**src/rtl/mem_bus_arbiter.sv**
```systemverilog
// mem_bus_arbiter: N-master round-robin arbiter in front of one word-addressed
// memory port. A granted request is latched into the s_* registers and held
// until the slave completes it.
// Optional build macro: MEM_ARB_TIMEOUT_EN adds a slave-response watchdog
// and the m_err completion-with-error strobe.

// Per-master request decode: any strobe is a request, write wins over read.
module mem_arb_lane (
  input  logic rd,
  input  logic wr,
  output logic req,
  output logic is_wr
);
  assign req   = rd | wr;
  assign is_wr = wr;
endmodule

module mem_bus_arbiter #(
  parameter int NUM_MASTERS = 2,
  parameter int ADDR_W      = 30,
  parameter int DATA_W      = 32,
  parameter int BSEL_W      = DATA_W / 8,
  parameter int TIMEOUT     = 255
) (
  input  logic                          clk,
  input  logic                          rst,
  input  logic [NUM_MASTERS*ADDR_W-1:0] m_addr,
  input  logic [NUM_MASTERS*DATA_W-1:0] m_dataD,
  input  logic [NUM_MASTERS*BSEL_W-1:0] m_byteSel,
  input  logic [NUM_MASTERS-1:0]        m_read,
  input  logic [NUM_MASTERS-1:0]        m_write,
  output logic [DATA_W-1:0]             m_dataQ,
  output logic [NUM_MASTERS-1:0]        m_ready,
  output logic [ADDR_W-1:0]             s_addr,
  output logic [DATA_W-1:0]             s_dataD,
  output logic [BSEL_W-1:0]             s_byteSel,
  output logic                          s_read,
  output logic                          s_write,
  input  logic [DATA_W-1:0]             s_dataQ,
  input  logic                          s_ready
`ifdef MEM_ARB_TIMEOUT_EN
  ,
  output logic [NUM_MASTERS-1:0]        m_err
`endif
);

  localparam int GW = (NUM_MASTERS > 1) ? $clog2(NUM_MASTERS) : 1;

  typedef enum logic {IDLE, BUSY} state_t;

  // Reject configurations the datapath slicing cannot support.
  if (NUM_MASTERS < 2 || NUM_MASTERS > 8 || (DATA_W % 8) != 0 ||
      BSEL_W != DATA_W / 8 || TIMEOUT < 1) begin : g_bad_cfg
    $error("mem_bus_arbiter: unsupported parameter set");
  end

  // Per-master views of the packed request buses.
  logic [NUM_MASTERS-1:0] req, is_wr;
  logic [ADDR_W-1:0]      addr_a [NUM_MASTERS];
  logic [DATA_W-1:0]      data_a [NUM_MASTERS];
  logic [BSEL_W-1:0]      bsel_a [NUM_MASTERS];

  for (genvar i = 0; i < NUM_MASTERS; i++) begin : g_lane
    mem_arb_lane u_lane (
      .rd    (m_read[i]),
      .wr    (m_write[i]),
      .req   (req[i]),
      .is_wr (is_wr[i])
    );
    assign addr_a[i] = m_addr[i*ADDR_W +: ADDR_W];
    assign data_a[i] = m_dataD[i*DATA_W +: DATA_W];
    assign bsel_a[i] = m_byteSel[i*BSEL_W +: BSEL_W];
  end

  state_t            state_q, state_d;
  logic [GW-1:0]     rr_q, rr_d;
  logic [GW-1:0]     g_q, g_d;
  logic [ADDR_W-1:0] s_addr_q, s_addr_d;
  logic [DATA_W-1:0] s_dataD_q, s_dataD_d;
  logic [BSEL_W-1:0] s_byteSel_q, s_byteSel_d;
  logic              s_read_q, s_read_d;
  logic              s_write_q, s_write_d;

  // Round-robin pick: first requester after the last-served master, wrapping.
  logic          found;
  logic [GW-1:0] pick, cand;
  int            idx;
  always_comb begin
    found = 1'b0;
    pick  = '0;
    cand  = '0;
    idx   = 0;
    for (int k = 1; k <= NUM_MASTERS; k++) begin
      idx  = (int'(rr_q) + k) % NUM_MASTERS;
      cand = GW'(idx);
      if (!found && req[cand]) begin
        found = 1'b1;
        pick  = cand;
      end
    end
  end

  // Completion conditions for the transaction in flight.
  logic busy, done_ok, done_to;
  assign busy    = (state_q == BUSY);
  assign done_ok = busy && s_ready;

`ifdef MEM_ARB_TIMEOUT_EN
  localparam int CNT_W = ($clog2(TIMEOUT + 1) > 8) ? $clog2(TIMEOUT + 1) : 8;
  logic [CNT_W-1:0] cnt_q, cnt_d;
  // Watchdog fires only if the slave is still silent at the limit.
  assign done_to = busy && !s_ready && (cnt_q == CNT_W'(TIMEOUT));
`else
  assign done_to = 1'b0;
`endif

  // Next-state and latch computation for the two-state grant FSM.
  always_comb begin
    state_d     = state_q;
    rr_d        = rr_q;
    g_d         = g_q;
    s_addr_d    = s_addr_q;
    s_dataD_d   = s_dataD_q;
    s_byteSel_d = s_byteSel_q;
    s_read_d    = s_read_q;
    s_write_d   = s_write_q;
`ifdef MEM_ARB_TIMEOUT_EN
    cnt_d       = cnt_q;
`endif
    case (state_q)
      IDLE: begin
        s_read_d  = 1'b0;
        s_write_d = 1'b0;
        if (found) begin
          s_addr_d    = addr_a[pick];
          s_dataD_d   = data_a[pick];
          s_byteSel_d = bsel_a[pick];
          s_write_d   = is_wr[pick];
          s_read_d    = !is_wr[pick];
          g_d         = pick;
          rr_d        = pick;
          state_d     = BUSY;
`ifdef MEM_ARB_TIMEOUT_EN
          cnt_d       = '0;
`endif
        end
      end
      BUSY: begin
        if (done_ok || done_to) begin
          s_read_d  = 1'b0;
          s_write_d = 1'b0;
          state_d   = IDLE;
        end
`ifdef MEM_ARB_TIMEOUT_EN
        else begin
          cnt_d = cnt_q + 1'b1;
        end
`endif
      end
      default: state_d = IDLE;
    endcase
  end

  // State and registered slave-side outputs; synchronous reset.
  always_ff @(posedge clk) begin
    if (rst) begin
      state_q     <= IDLE;
      rr_q        <= GW'(NUM_MASTERS - 1);
      g_q         <= '0;
      s_addr_q    <= '0;
      s_dataD_q   <= '0;
      s_byteSel_q <= '0;
      s_read_q    <= 1'b0;
      s_write_q   <= 1'b0;
`ifdef MEM_ARB_TIMEOUT_EN
      cnt_q       <= '0;
`endif
    end else begin
      state_q     <= state_d;
      rr_q        <= rr_d;
      g_q         <= g_d;
      s_addr_q    <= s_addr_d;
      s_dataD_q   <= s_dataD_d;
      s_byteSel_q <= s_byteSel_d;
      s_read_q    <= s_read_d;
      s_write_q   <= s_write_d;
`ifdef MEM_ARB_TIMEOUT_EN
      cnt_q       <= cnt_d;
`endif
    end
  end

  assign s_addr    = s_addr_q;
  assign s_dataD   = s_dataD_q;
  assign s_byteSel = s_byteSel_q;
  assign s_read    = s_read_q;
  assign s_write   = s_write_q;

  // Master-side strobes are combinational so ready lands in the slave's cycle;
  // a reset cycle suppresses them so an aborted request never completes.
  always_comb begin
    m_ready = '0;
    for (int i = 0; i < NUM_MASTERS; i++) begin
      m_ready[i] = !rst && (done_ok || done_to) && (g_q == GW'(i));
    end
  end

`ifdef MEM_ARB_TIMEOUT_EN
  // Error strobe and zeroed read data mark a watchdog completion.
  always_comb begin
    m_err = '0;
    for (int i = 0; i < NUM_MASTERS; i++) begin
      m_err[i] = !rst && done_to && (g_q == GW'(i));
    end
  end
  assign m_dataQ = done_to ? '0 : s_dataQ;
`else
  assign m_dataQ = s_dataQ;
`endif

endmodule

```
**config.mk**
```make
export PLATFORM = sky130hd
export DESIGN_NAME = mem_bus_arbiter
export DESIGN_NICKNAME = d
export VERILOG_FILES = /design/src/rtl/mem_bus_arbiter.sv
export SDC_FILE = /design/constraint.sdc
export NUM_CORES = 1
export LEC_CHECK = 0
export BUFFER_PORTS_ARGS = -buffer_cell sky130_fd_sc_hd__buf_2
export CORE_AREA = 2 2 105 107
export CTS_CLUSTER_SIZE = 16
export DETAILED_ROUTE_END_ITERATION = 16
export DIE_AREA = 0 0 107 109
export GPL_TIMING_DRIVEN = 0
export PLACE_DENSITY_LB_ADDON = 0.1
export SETUP_SLACK_MARGIN = 0.1
export SLEW_MARGIN = 20
export SYNTH_ARGS = -nofsm -noshare
export SYNTH_HDL_FRONTEND = slang
export SYNTH_HIERARCHICAL = 1
export SYNTH_SLANG_ARGS = --single-unit
```
**constraint.sdc**
```tcl
create_clock -name clk -period 1.3 [get_ports clk]
set_input_delay 0.065 -clock clk [delete_from_list [all_inputs] [get_ports clk]]
set_output_delay 0.065 -clock clk [all_outputs]
set_load 0.005 [all_outputs]
```
==> metrics.csv, run 1 <==
metric;value;unit
status;complete, but fails checks;
failing checks;negative setup slack;
Clock power frac;0.277;
Die Height;109;um
most frequent cells after synthesis;71 x dfxtp_1, 68 x nand2_1, 67 x a21oi_1, 67 x nor2_1, 47 x a211oi_1;
Num CTS Buffers;9;
Core Area;0.0106;mm2
Hold Path Class;input port to flip-flop;
post-layout min period;1.32;ns
gpl congestion;0.748;
Final WS setup;-0.0229;ns
sequential share of power;0.380;
Vias;4327;
antenna violations before repair;0;
Switching Share;0.312;
Initial Util;0.329;
WP data arrival;1.58;ns
clk_lat worst skew;0.35;ns
num rows;38;
Worst setup SP type;flip-flop;
synthesis-to-finish area growth;86.0;%
fillers;923;
maximum VDD drop;0.539;mV
layout cells sized above 1;0.555;
Synth async-reset ratio;0;
CP startpoint;rr_q;
port bufs;239;
Worst Setup Path Type;flip-flop to flip-flop;
Max Fanout on Critical Path;10;
vias in the first global route;4255;
die area;0.0117;mm2
post-synth cell types;25;
drt wl/cell;15.0;um
hold_sp;m_addr[42];
most numerous cell in the Yosys netlist;dfxtp_1;
number of synthesized flops with an enable pin;0;
Initial DRC Count;218;
DRC;0;
synthesized cell area;0.00349;mm2
Ys Warns;6;
worst reg2reg startpoint;rr_q;
Total Routing Usage GR;0.215;
fmax;756;MHz
internal power;4.66;mW
via/cell ratio;4.76;
first-pass GRT wire length;19900;um
largest net degree at the start of global routing;13;
Clock Pin Slew Worst Setup and Hold Paths;0.08;ns
period utilisation layout;1.02;
htree depth;3;
max-slew violation count;0;
Placed Instances;809;
total grt overflow;0;
Root Driver;clkbuf_8;
pwr dens;1050;mW/mm2
Post-Syn Nets;601;
Slew HR;0.531;
endpoints failing hold;0;
Routed WL;13700;um
Yosys top cell area share;0.407;
diode count;0;
CP required;1.56;ns
Final ANT Viol Nets;0;
DP HPWL;8910;um
Worst-Margin Slew;0.703;ns
worst hold margin;0.0334;ns
P_sw;2.12;mW
Final Total Pwr;6.78;mW
static leakage;3.11;nW
# nets final;935;
Yosys top cell by area;dfxtp_1;
Maximum Capacitance Violations;0;
clk_skew;0.0168;ns
DRT Pass-1 Iters;5;
crit end category;flip-flop;
clock sink count;71;
Post-Synthesis Cells;430;
Avg Inst Size Synth;8.11;um2
Max clock buf depth;2;
Post-Layout Cell Count;909;
unrepaired setup endpoints after global routing;true;
main area contributors after synthesis;dfxtp_1 41%, a211oi_1 10%, a21oi_1 9.6%, buf_4 8.8%, nand2_1 7.3%;
Seq/Total Area, Yosys;0.407;
Die X;107;um
Synth Flop Type;dfxtp_1;
I/O Pins;273;
CTS tree;built;
Comb power frac;0.343;
Final setup viols;4;
Synth Register Bits;71;
[area by class of cell]
class,count,area (um2),area share
Buffer,71,628,0.0968
Multi-Input combinational cell,288,1930,0.298
Timing Repair Buffer,323,2120,0.326
Clock buffer,12,155,0.0239
Sequential cell,71,1430,0.220
Clock inverter,4,53.8,0.00829
Tap cell,140,175,0.0270
[power by group through the flow]
stage               combinational (mW)  clock, mW  sequential, mW
floorplan                        0.928          0            2.61
global placement                  1.65          0            2.58
detailed placement                1.67          0            2.59
CTS                               2.10       1.92            2.57
global route                      2.54       2.00            2.60
finish                            2.33       1.88            2.57
[metrics by stage]
| step | util | instance area (um2) | setup WS [ns] | setup TNS (ns) |
|---|---|---|---|---|
| final | 0.612 | 6490 | -0.0229 | -0.0503 |
| after global routing | 0.612 | 6490 | -0.0720 | -2.10 |
| after CTS | 0.583 | 6180 | -0.0243 | -0.441 |
| after detailed placement | 0.460 | 4870 | -0.304 | -17.45 |
| after global placement | 0.460 | 4870 | -0.258 | -15.05 |
| after floorplan | - | 3500 | 0.0907 | 0 |
[flip-flops by register name (all words and copies together), names as in the netlist]
register,flops
s_dataD,32
s_addr,30
s_byteSel,4
busy,1
g_q,1
rr_q,1
s_read,1
s_write,1
[layer usage]
metal	part of all wire	GRT usage
met5	0	0
met4	0.016	0.0788
met3	0.082	0.0622
met2	0.49	0.374
met1	0.41	0.252
[kinds of logic after synthesis]
family                 Yosys count  synth area share
DFF                             71             0.407
AOI/OAI and AO/OA              143             0.295
and+or+nand+nor                144             0.162
buffers and inverters           72             0.135
[placed cells by master, fill, tap and decap left out, drive strengths merged]
cell         instances
o2bb2ai              1
a211o                1
a21bo                1
a2bb2oi              1
buf                313
nand3b               2
nand2               68
nand2b               2
a211oi              67
or2                  2
o21bai               2
clkinvlp             2
o21ba                1
clkbuf              26
nor2                67
dlygate4sd3         67
a221oi               1
bufinv               1
dfxtp               71
a21oi               67
nor3b                2
a21boi               2
clkinv               1
nor3                 1
[worst paths after layout]
kind                endpoint  slack (ns)  depth (start not counted)
setup / recovery  s_addr[21]       -0.02                          4
hold reg to reg   s_addr[24]        0.49                          2
setup reg to reg  s_addr[21]       -0.02                          4
hold / removal    s_addr[12]        0.03                          3
[critical path: stages, from the launching register on]
cell      delay, ns
dfxtp_4        0.36
a21boi_4       0.25
clkbuf_4       0.27
a21oi_1        0.11
a211oi_2       0.25
[what timing repair did]
item	4_1_cts	5_1_grt
pin swaps	26	35
cloned	3	5
hold buffers	67	0
hold endpoints to repair	67	0
resized for setup	81	60
setup endpoints to repair	72	71
setup buffers	7	4
Note: power is estimated with default switching activity, not from simulation.
==> inputs of run 2 (changes only) <==
Settings changed: ABC_AREA set to 1, CORE_AREA 2 2 105 107 to not set, CORE_MARGIN set to 2, CORE_UTILIZATION set to 37, CTS_CLUSTER_SIZE 16 to not set, DIE_AREA 0 0 107 109 to not set.
==> run 2 against run 1 <==
Net effect: the run now ends clean; combinational power is 15% lower; worst setup slack better by 0.096 ns; area after synthesis rose by 10%; largest power group unchanged; highest routed layer unchanged.
==> metrics.csv, run 2 <==
metric;value;unit;change
status;complete, no violations;;
setup TNS;0;ns;+0.0503 ns
first-pass GRT wire length;18600;um;-6.6%
Synth Flop Type;dfxtp_1;;
post-layout min period;1.23;ns;-0.0965 ns
R2R setup slack;0.07;ns;+0.10 ns
vias in the first global route;4108;;-3.5%
Vias;4547;;+5.1%
total grt overflow;0;;unchanged
Maximum Capacitance Violations;0;;unchanged
max reg flops;32;;unchanged
main area contributors after synthesis;dfxtp_1 37%, nor2_1 19%, nand2_1 14%, buf_4 9.0%, o21ai_0 8.6%;;
Die X;106;um;-1.1%
r2r endpoint;s_dataD[0];;
Ys Warns;6;;unchanged
Synth async-reset ratio;0;;unchanged
Top Usage Layer GRT;met2;;
fmax;815;MHz;+7.9%
Final setup viols;0;;-4
Avg Inst Size Synth;6.03;um2;-26%
WP data arrival;1.44;ns;-0.14 ns
Final WS setup;0.0736;ns;+0.0965 ns
internal power;4.15;mW;-11%
Hold Path Class;input port to flip-flop;;
antenna violations before repair;0;;unchanged
met2 Use GR;0.367;;-0.00624
Initial Util;0.377;;+0.0480
Worst-Margin Slew;0.382;ns;-0.321 ns
Clock Pin Slew Worst Setup and Hold Paths;0.08;ns;about the same
P_sw;1.90;mW;-10%
Yosys top cell area share;0.370;;-0.0373
clock sink count;71;;unchanged
unrepaired setup endpoints after global routing;true;;
FF-to-FF path depth;7;;+3
number of synthesized flops with an enable pin;0;;unchanged
Root Driver;clkbuf_8;;
Post-Syn Nets;808;;+34%
Hold Path Depth;5;;+2
diode count;0;;unchanged
max-slew violation count;0;;unchanged
crit end category;flip-flop;;
port bufs;240;;+0.42%
Die Height;106;um;-2.9%
num rows;37;;-2.6%
Slew HR;0.745;;+0.214
worst reg2reg startpoint;rr_q;;
most frequent cells after synthesis;199 x nor2_1, 141 x nand2_1, 76 x inv_1;;
hold_sp;m_addr[18];;
Max clock buf depth;2;;unchanged
static leakage;3.52;nW;+13%
clk_skew;0.0101;ns;-0.00668 ns
Total Routing Usage GR;0.204;;-0.0107
commonest non-fill, non-tap cell in the layout;buf_2;;
DP HPWL;8870;um;-0.47%
Synth Register Bits;71;;unchanged
CP required;1.52;ns;-0.04 ns
gpl congestion;0.796;;+6.4%
htree depth;3;;unchanged
I/O Pins;273;;unchanged
die area;0.0112;mm2;-3.9%
Post-Synthesis Cells;637;;+48%
period utilisation layout;0.943;;-0.0742
drt wl/cell;11.6;um;-23%
Worst setup SP type;flip-flop;;
sequential share of power;0.421;;+0.041
Comb power frac;0.329;;-0.014
WHS Endpoint;s_addr[18];;
layout cells sized above 1;0.392;;-0.163
synthesis-to-finish area growth;52.9;%;
Switching Share;0.314;;+0.00184
synthesized cell area;0.00384;mm2;+10%
Num CTS Buffers;9;;unchanged
Core Util, Final;0.577;;-0.0355
# nets final;1075;;+15%
met1 Usage GRT;0.244;;-0.00819
Initial DRC Count;181;;-17%
Final ANT Viol Nets;0;;unchanged
maximum VDD drop;0.496;mV;-8.0%
Max Fanout on Critical Path;10;;unchanged
Yosys top cell by area;dfxtp_1;;
CTS tree;built;;
clk_lat worst skew;0.33;ns;-0.02 ns
Worst Setup Path Type;flip-flop to flip-flop;;
endpoints failing hold;0;;unchanged
dpl ws;-0.399;ns;-0.0958 ns
DRT Pass-1 Iters;4;;-1
Clock power frac;0.250;;-0.027
post-synth cell types;14;;-44%
largest net degree at the start of global routing;12;;-1
via/cell ratio;4.36;;-8.5%
most numerous cell in the Yosys netlist;nor2_1;;
GR Util met3;0.0408;;-0.0213
most frequent cells in the layout;240 x buf_2, 196 x nor2_1, 128 x nand2_1;;
Final Total Pwr;6.06;mW;-11%
Core Area;0.0102;mm2;-3.9%
DRC;0;;unchanged
Seq/Total Area, Yosys;0.370;;-0.0373
pwr dens;1030;mW/mm2;-1.3%
Routed WL;12100;um;-11%
## run 2: power groups by stage
stage | sequential, mW | combinational [mW] | clock, mW
after floorplan | 2.60 | 0.915 | 0
after CTS | 2.55 | 1.85 | 1.55
after global routing | 2.58 | 2.24 | 1.65
after global placement | 2.58 | 1.64 | 0
after detailed placement | 2.59 | 1.66 | 0
final | 2.55 | 1.99 | 1.52
## run 2: per-layer routing
layer  part of all wire  vias to the layer above  wire [um]
li1                   -                     2393          -
met1               0.42                     1971       5060
met2               0.49                      168       5980
met3              0.074                       15        899
met4              0.017                        0        206
met5                  0                        -          0
## run 2: cell type report
type / count / area (um2)
fillers: 1064 / 4310
flip-flops and latches: 71 / 1430
inverters: 76 / 285
well taps: 136 / 170
clock buffers: 11 / 141
clock inverters: 4 / 22.5
repair buffers: 258 / 1460
multi-input cells: 421 / 1790
plain buffers: 67 / 571
## run 2: cells by family after synthesis
kind of cell           share of synthesized area
and+or+nand+nor                            0.350
buffers and inverters                      0.189
DFF                                        0.370
AOI/OAI and AO/OA                         0.0912
## run 2: worst max-delay path by stage
stage	slack [ns]	to	from
5_1_grt	0.03	s_dataD[0]	rr_q
3_3_place_gp	-0.36	s_addr[16]	rr_q
4_1_cts	0.09	s_addr[16]	rr_q
2_1_floorplan	0.11	s_addr[0]	rr_q
6_report	0.07	s_dataD[0]	rr_q
3_5_place_dp	-0.40	s_addr[16]	rr_q
## run 2: through the flow
| stage | cell area, um2 | cells | hold slack, ns |
|---|---|---|---|
| after global routing | 5870 | 1044 | 0.0392 |
| final | 5870 | 1044 | 0.0309 |
| after global placement | 5210 | 1013 | 0.297 |
| after detailed placement | 5210 | 1013 | 0.296 |
| after floorplan | 3840 | 637 | 0.134 |
| after CTS | 5650 | 1039 | 0.0189 |
## run 2: repair_timing
| action | in CTS | in global routing |
|---|---|---|
| buffers inserted | 8 | 2 |
| gates cloned | 2 | 4 |
| gates resized for setup | 49 | 46 |
| hold buffers | 2 | 0 |
| hold endpoints to repair | 3 | 0 |
| endpoints found under the setup margin | 72 | 72 |
| pin swaps | 3 | 13 |
## run 2: critical path, stage by stage (launching register included)
cell and delay (ns):
dfxtp_2 0.36, nand2_4 0.07, nand2_8 0.13, buf_8 0.14
buf_4 0.17, nor2_1 0.05, nor2_1 0.13, nor2_1 0.06
==> inputs of run 3 (changes only) <==
Clock period 1.3 ns to 1.1 ns, I/O delays scaled along.
==> run 3 against run 2 <==
Net effect: the flow now finishes with violations (negative setup slack); non-clock buffer count grew 6; register-to-register slack worse by 0.21 ns; total power rose by 38%.
==> metrics.csv, run 3 (synthesis results as in run 2) <==
metric;value;unit;change
commonest non-fill, non-tap cell in the layout;buf_2;;
Vias;4769;;+4.9%
static leakage;3.73;nW;+5.9%
fmax;808;MHz;-0.87%
FF-to-FF path depth;7;;unchanged
Core Util, Final;0.645;;+0.0681
synthesis-to-finish area growth;71.0;%;
Maximum Capacitance Violations;0;;unchanged
DRT Pass-1 Iters;4;;unchanged
Num CTS Buffers;9;;unchanged
max-slew violation count;0;;unchanged
Final Total Pwr;8.34;mW;+38%
endpoints failing hold;0;;unchanged
post-layout min period;1.24;ns;+0.0108 ns
Clock Pin Slew Worst Setup and Hold Paths;0.08;ns;about the same
Post-Layout Cell Count;1052;;+0.77%
Root Driver;clkbuf_8;;
Placed Instances;1013;;unchanged
Final ANT Viol Nets;0;;unchanged
DP HPWL;9060;um;+2.2%
Switching Share;0.308;;-0.00598
Die X;106;um;unchanged
fillers;958;;-10%
Final setup viols;69;;+69
Hold Path Class;input port to flip-flop;;
DRC;0;;unchanged
FF+latch area;0.00143;mm2;about the same
Worst setup SP type;flip-flop;;
Initial Util;0.377;;unchanged
via/cell ratio;4.53;;+4.1%
R2R setup slack;-0.14;ns;-0.21 ns
die area;0.0112;mm2;unchanged
port bufs;240;;unchanged
drt wl/cell;12.5;um;+7.6%
gpl congestion;0.843;;+5.9%
most frequent cells in the layout;241 x buf_2, 141 x nor2_1, 97 x nand2_1;;
CP required;1.32;ns;-0.20 ns
largest net degree at the start of global routing;12;;unchanged
num rows;37;;unchanged
Clock power frac;0.290;;+0.040
layout cells sized above 1;0.507;;+0.114
WP data arrival;1.46;ns;+0.02 ns
Die Height;106;um;unchanged
dpl ws;-0.287;ns;+0.113 ns
total grt overflow;0;;unchanged
Comb power frac;0.347;;+0.018
unrepaired setup endpoints after global routing;true;;
failing checks;negative setup slack;;
CTS tree;built;;
crit end category;flip-flop;;
Initial DRC Count;245;;+35%
Max clock buf depth;2;;unchanged
sequential share of power;0.363;;-0.058
vias in the first global route;4249;;+3.4%
status;complete, but fails checks;;
period utilisation layout;1.12;;+0.181
Max Fanout on Critical Path;6;;-4
setup TNS;-5.61;ns;-5.61 ns
pwr dens;1270;mW/mm2;+23%
clk_skew;0.00995;ns;-0.000169 ns
Critical Path Sink;s_byteSel[0];;
diode count;0;;unchanged
Routed WL;13200;um;+8.5%
clk_lat worst skew;0.33;ns;about the same
area of the multi-input gates;0.00223;mm2;+25%
Final WS setup;-0.137;ns;-0.211 ns
antenna violations before repair;0;;unchanged
first-pass GRT wire length;18900;um;+1.3%
worst reg2reg startpoint;busy;;
internal power;5.77;mW;+39%
r2r endpoint;s_byteSel[0];;
Core Area;0.0102;mm2;unchanged
htree depth;3;;unchanged
max reg flops;32;;unchanged
CP startpoint;busy;;
# nets final;1083;;+0.74%
Worst Setup Path Type;flip-flop to flip-flop;;
Worst-Margin Slew;0.505;ns;+0.124 ns
I/O Pins;273;;unchanged
Slew HR;0.663;;-0.0824
maximum VDD drop;0.699;mV;+41%
P_sw;2.57;mW;+35%
Total Routing Usage GR;0.207;;+0.00306
clock sink count;71;;unchanged
run 3: cell count changes in the layout (fill, tap and decap cells not counted), sizes merged:
cell / before / now
bufbuf: 0 / 1
nand2: 141 / 142
buf: 304 / 312
bufinv: 0 / 2
nor2: 200 / 201
clkinv: 3 / 1
clkbuf: 30 / 29
dlygate4sd3: 2 / 1
clkinvlp: 1 / 0
run 3: worst min-delay path by stage:
stage                      from           to  slack [ns]  depth (start not counted)
floorplan                   rst         busy        0.12                          1
global placement    s_dataQ[16]  m_dataQ[16]        0.28                          2
detailed placement   s_dataQ[9]   m_dataQ[9]        0.28                          2
CTS                  m_addr[15]   s_addr[15]       0.001                          5
global route         m_addr[11]   s_addr[11]        0.02                          5
finish               m_addr[12]   s_addr[12]        0.02                          5
run 3: per-stage QoR:
step                instance area [um2]  hold WS [ns]
floorplan                          3910         0.117
global placement                   5280         0.277
detailed placement                 5280         0.277
CTS                                5850       0.00130
global route                       6570        0.0159
finish                             6570        0.0216
run 3: repair_timing:
item	in CTS	in global routing
hold buffers	1	0
setup endpoints to repair	73	73
setup buffers	8	2
resized for setup	71	187
pin swaps	6	123
gates cloned	5	8
hold endpoints to repair	4	0
run 3: metal layers:
metal | up-vias | GRT usage | wire (um)
met2 | 184 | 0.369 | 6730
met5 | - | 0 | 0
met1 | 2143 | 0.246 | 5360
li1 | 2422 | - | -
met4 | 0 | 0.0714 | 218
met3 | 20 | 0.0433 | 866
run 3: final cells by class:
| class | count | area share |
|---|---|---|
| Inverter | 76 | 0.0438 |
| Clock buffer | 12 | 0.0252 |
| Multi-Input combinational cell | 423 | 0.340 |
| Timing Repair Buffer | 262 | 0.240 |
| Tap cell | 136 | 0.0259 |
| Sequential cell | 71 | 0.217 |
| Buffer | 69 | 0.0976 |
| Clock inverter | 3 | 0.00991 |
run 3: critical path, cell delays in order, from the launching register on:
cell and delay (ns):
dfxtp_4 0.37, nor2_4 0.10, buf_12 0.14, buf_12 0.15, clkbuf_16 0.17, nand2_4 0.05, nor2_4 0.10, nor2_1 0.05
run 3: power by group through the flow:
stage	sequential (mW)	clock [mW]	combinational, mW
floorplan	3.08	0	1.14
global placement	3.05	0	2.00
detailed placement	3.06	0	2.03
CTS	3.01	2.47	2.30
global route	3.05	2.58	3.17
finish	3.03	2.42	2.89
